`config.mk`:
```
export PLATFORM = sky130hd
export DESIGN_NAME = speed_sel_ctrl
export DESIGN_NICKNAME = d
export VERILOG_FILES = /design/src/rtl/speed_sel_ctrl.sv
export SDC_FILE = /design/constraint.sdc
export NUM_CORES = 1
export LEC_CHECK = 0
export CAP_MARGIN = 20
export CORE_UTILIZATION = 35
export DETAILED_ROUTE_END_ITERATION = 12
export PLACE_DENSITY = 0.57
export SLEW_MARGIN = 20
export SYNTH_ARGS = -nofsm -noshare
export SYNTH_HDL_FRONTEND = slang
export SYNTH_SLANG_ARGS = --single-unit
```
`constraint.sdc`:
```
create_clock -name Clk -period 2.85 [get_ports Clk]
set_input_delay 0.4275 -clock Clk [delete_from_list [all_inputs] [get_ports Clk]]
set_output_delay 0.4275 -clock Clk [all_outputs]
set_load 0.05 [all_outputs]
```
`src/rtl/speed_sel_ctrl.sv`:
```
// Two-key debounced speed select for the LED shift demo: steps a 3-bit mux select up/down.
// Define SEL_WRAP_EN to wrap the select at 0/7 instead of saturating.
module speed_sel_ctrl #(
  parameter int unsigned DEB_CYCLES = 1000000,
  parameter int unsigned CNT_W      = 20,
  parameter logic [2:0]  S_RESET    = 3'd0
) (
  input  logic       Clk,
  input  logic       RST_N,
  input  logic       KEY_UP,
  input  logic       KEY_DN,
  output logic [2:0] S,
  output logic       SEL_CHG
);

  localparam logic [CNT_W-1:0] CntMax = CNT_W'(DEB_CYCLES - 1);

  // Bit 0 is the up key, bit 1 the down key.
  logic [1:0]            key_raw;
  logic [1:0]            sync1_q, sync2_q;
  logic [1:0]            deb_q, deb_d;
  logic [1:0]            press_q, press_d;
  logic [1:0][CNT_W-1:0] cnt_q, cnt_d;
  logic [2:0]            s_q, s_d;
  logic                  chg_q, chg_d;

  assign key_raw = {KEY_DN, KEY_UP};

  always_comb begin
    deb_d   = deb_q;
    press_d = 2'b00;
    cnt_d   = '0;
    for (int k = 0; k < 2; k++) begin
      if (sync2_q[k] != deb_q[k]) begin
        if (cnt_q[k] == CntMax) begin
          deb_d[k]   = sync2_q[k];
          press_d[k] = ~sync2_q[k];  // only the 1->0 flip is a press
        end else begin
          cnt_d[k] = cnt_q[k] + 1'b1;
        end
      end
    end
  end

  always_comb begin
    s_d   = s_q;
    chg_d = 1'b0;
    case (press_q)
      2'b01: begin
`ifdef SEL_WRAP_EN
        s_d   = s_q + 3'd1;
        chg_d = 1'b1;
`else
        if (s_q != 3'd7) begin
          s_d   = s_q + 3'd1;
          chg_d = 1'b1;
        end
`endif
      end
      2'b10: begin
`ifdef SEL_WRAP_EN
        s_d   = s_q - 3'd1;
        chg_d = 1'b1;
`else
        if (s_q != 3'd0) begin
          s_d   = s_q - 3'd1;
          chg_d = 1'b1;
        end
`endif
      end
      default: ;  // none, or both keys in the same cycle cancel
    endcase
  end

  always_ff @(posedge Clk or negedge RST_N) begin
    if (!RST_N) begin
      sync1_q <= 2'b11;
      sync2_q <= 2'b11;
      deb_q   <= 2'b11;
      cnt_q   <= '0;
      press_q <= 2'b00;
      s_q     <= S_RESET;
      chg_q   <= 1'b0;
    end else begin
      sync1_q <= key_raw;
      sync2_q <= sync1_q;
      deb_q   <= deb_d;
      cnt_q   <= cnt_d;
      press_q <= press_d;
      s_q     <= s_d;
      chg_q   <= chg_d;
    end
  end

  assign S       = s_q;
  assign SEL_CHG = chg_q;

endmodule

```
==> impl_metrics.py <==
metrics = {
    "floorplan": {
        "initial_core_util_pct": 36.7,
        "core-area_um2": 6870,
        "ios": 8,
        "dieArea_um2": 7540,
        "fp.dieH_um": 86.8,
        "fp.dieW_um": 86.8,
        "row_count": 30,
    },
    "routing": {
        "firstDrtPassIters": 4,
        "vias": 1779,
        "vias_per_cell": 4.93,
        "routed_wl_um": 4340,
        "wl_per_cell_um": 12.0,
        "remaining_drc_errors": 0,
        "ant_nets": 0,
        "initialDrtViolationCount": 120,
    },
    "synth": {
        "syn_avg_cell_area_um2": 10.0,
        "synth_top_area_share_pct": 45.7,
        "ys_ff_latch": 52,
        "synth_common_cells": "46 x dfrtp_1, 39 x nor2_1, 20 x xnor2_1, 15 x nand3_1, 13 x inv_1",
        "synth_fp_nets": 260,
        "synth_ff_type": "dfrtp_1",
        "synth.most_common_cell": "dfrtp_1",
        "syn_inst": 251,
        "synth_area_leaders": "dfrtp_1 46%, xnor2_1 7.0%, dfstp_2 6.3%",
        "yosys_warnings": 0,
        "async_flop_share_pct": 100,
        "synth_edf_count": 0,
        "synth_largest_area_cell": "dfrtp_1",
        "syn_area_um2": 2520,
        "seq_area_frac_synth_pct": 52.0,
        "ys_types": 38,
    },
    "layout": {
        "ff_latch_area_um2": 1310,
        "finalNonFillerCells": 361,
        "final_area_um2": 2840,
        "drive_above_1_share_pct": 8.68,
        "num_antenna_cells": 0,
        "utilization_pct": 41.3,
        "fillCellCount": 680,
        "multi_input_area_um2": 1140,
        "final_nets": 273,
        "synthToLayoutAreaGrowth_pct": 12.6,
    },
    "clock_network": {
        "clock_sinks": 52,
        "numCtsBuffers": 5,
        "clock_latency_ns": 0.30,
        "cts_tree": "done",
        "cts_setup_buffers": 0,
        "path_clk_slew_ns": 0.09,
        "clockBufferDepth": 2,
        "clockRootBuffer": "clkbuf_8",
        "hold_buffers": 0,
        "cts.repair.resized": 0,
        "htree_levels": 2,
    },
    "min_path": {
        "hp-class": "in2async",
    },
    "timing": {
        "fin_ws_ns": 0.755,
        "setup_viol": 0,
        "final.setup_skew_ns": 0.00543,
        "hold-worst-slack_ns": 0.0193,
        "drv_slew": 0,
        "min_period_over_period_pct": 73.5,
        "rsz0062_at_grt": "no",
        "fmax_mhz": 477,
        "worstMarginPinSlew_ns": 0.650,
        "slew_headroom_pct": 56.3,
        "finalHoldViolCount": 0,
        "period_minus_slack_ns": 2.10,
        "setup_tns_ns": 0,
    },
    "power_and_ir_drop": {
        "leakage_nw": 1.09,
        "switchingPower_uw": 272,
        "ir_drop_uv": 202,
        "switching_share_pct": 20.2,
        "clock_power_share_pct": 40.4,
        "pwr-share-comb_pct": 3.3,
        "power_density_nw_per_um2": 474,
        "design_power_total_mw": 1.35,
        "seqPwrFrac_pct": 56.3,
        "intPower_mw": 1.07,
    },
    "global_route": {
        "antenna_found_initial": 0,
        "overflow": 0,
        "grt_pass1_vias": 1687,
        "grt_max_degree": 40,
        "gr-usage-all-layers_pct": 13.0,
        "grt_pass1_wl_um": 7760,
    },
    "placement": {
        "place_inst": 353,
        "gp_congestion": 0.799,
        "io_buffers": 7,
        "dp_hpwl_um": 3040,
        "pre_cts_ws_ns": 0.736,
        "postPlaceCellArea_um2": 2710,
    },
    "worst_setup_path": {
        "r2r_slack_ns": 0.75,
        "crit_arrival_ns": 2.29,
        "path_cells": "or4b_1 -> or4_1 -> o21ai_1 -> buf_4 -> nor2_1",
        "rr_worst_depth": 5,
        "startpoint_type": "flop",
        "crit_path_max_incr_delay_ns": 0.57,
        "cp_slowest_cell": "or4_1",
        "r2r_start": "cnt_q[6]$_DFF_PN0_",
        "cp-end-kind": "flop",
        "crit_type": "reg2reg",
        "cp.required_ns": 3.04,
        "cp_max_fo": 15,
        "r2r_end": "cnt_q[2]$_DFF_PN0_",
    },
    "flow_run": {
        "drv_cap": 0,
    },
    "run_status": {
        "status": "completed",
    },
}
==> worst max-delay path by stage <==
| stage | from | to | depth (start not counted) |
|---|---|---|---|
| after floorplan | S[0]$_DFFE_PN0P_ | S[2]$_DFFE_PN0P_ | 5 |
| after global placement | cnt_q[6]$_DFF_PN0_ | cnt_q[7]$_DFF_PN0_ | 5 |
| after global routing | cnt_q[0]$_DFF_PN0_ | cnt_q[18]$_DFF_PN0_ | 5 |
| after CTS | cnt_q[6]$_DFF_PN0_ | cnt_q[2]$_DFF_PN0_ | 5 |
| after detailed placement | cnt_q[6]$_DFF_PN0_ | cnt_q[2]$_DFF_PN0_ | 5 |
| final | cnt_q[6]$_DFF_PN0_ | cnt_q[2]$_DFF_PN0_ | 5 |
==> worst max-delay path, delay by kind of cell, from the launching register on <==
family / cells / cell delay [ns]
buf+inv: 1 / 0.24
flops: 1 / 0.43
simple gates: 3 / 1.14
compound gates: 1 / 0.18
==> placed cells by master, fill, tap and decap left out, types with 2 or more instances in the layout <==
master            n
xnor2_1          20
dfstp_2           6
clkdlybuf4s50_1   6
nand4_1           9
clkbuf_8          7
mux2_1            3
a21oi_1           9
or4_1             6
nor3_1            7
mux2i_1           2
nand2_1          12
and2_1            2
nor4b_1           4
o31ai_1           3
and3_1            4
dfrtp_1          46
buf_4             4
o21ai_0           6
xor2_1            9
nor2_1           39
nor4_1            7
ha_1              4
or3_1             5
nand3_1          15
inv_1            13
o21ai_1           2
==> flip-flops by register name, summed over array words and instances, names as in the netlist <==
register and cells:
cnt_q 40, sync2_q 2, deb_q 2, sync1_q 2
SEL_CHG 1, S 3, press_q 2
==> power by group through the flow <==
stage | logic, mW | clock network [mW] | registers (mW)
floorplan | 0.0197 | 0 | 0.770
global placement | 0.0466 | 0 | 0.772
detailed placement | 0.0467 | 0 | 0.772
CTS | 0.0470 | 0.567 | 0.758
global route | 0.0539 | 0.598 | 0.760
finish | 0.0446 | 0.543 | 0.758
==> logic make-up (layout without fill, tap and decap cells) <==
group / count (synthesis) / after routing / share of synthesized area (%)
buf+inv: 18 / 32 / 2.88
flops: 52 / 52 / 52.0
compound gates: 27 / 27 / 6.51
fa+ha+maj: 5 / 5 / 2.78
mux: 5 / 5 / 2.14
xor+xnor: 29 / 29 / 10.1
simple gates: 115 / 115 / 23.6
==> layer usage <==
| metal | GRT usage [%] | part of all wire (%) |
|---|---|---|
| met5 | 0 | 0 |
| met4 | 4.24 | 1.3 |
| met3 | 2.48 | 2.8 |
| met2 | 20.5 | 46 |
| met1 | 18.1 | 49 |
==> final cells by class <==
type	count	share of cell area, %
repair buffers	11	3.35
clock buffers	7	3.40
flip-flops and latches	52	46.1
clock inverters	1	1.06
inverters	13	1.72
multi-input cells	181	40.1
well taps	96	4.23
(Power assumes the default switching activity.)
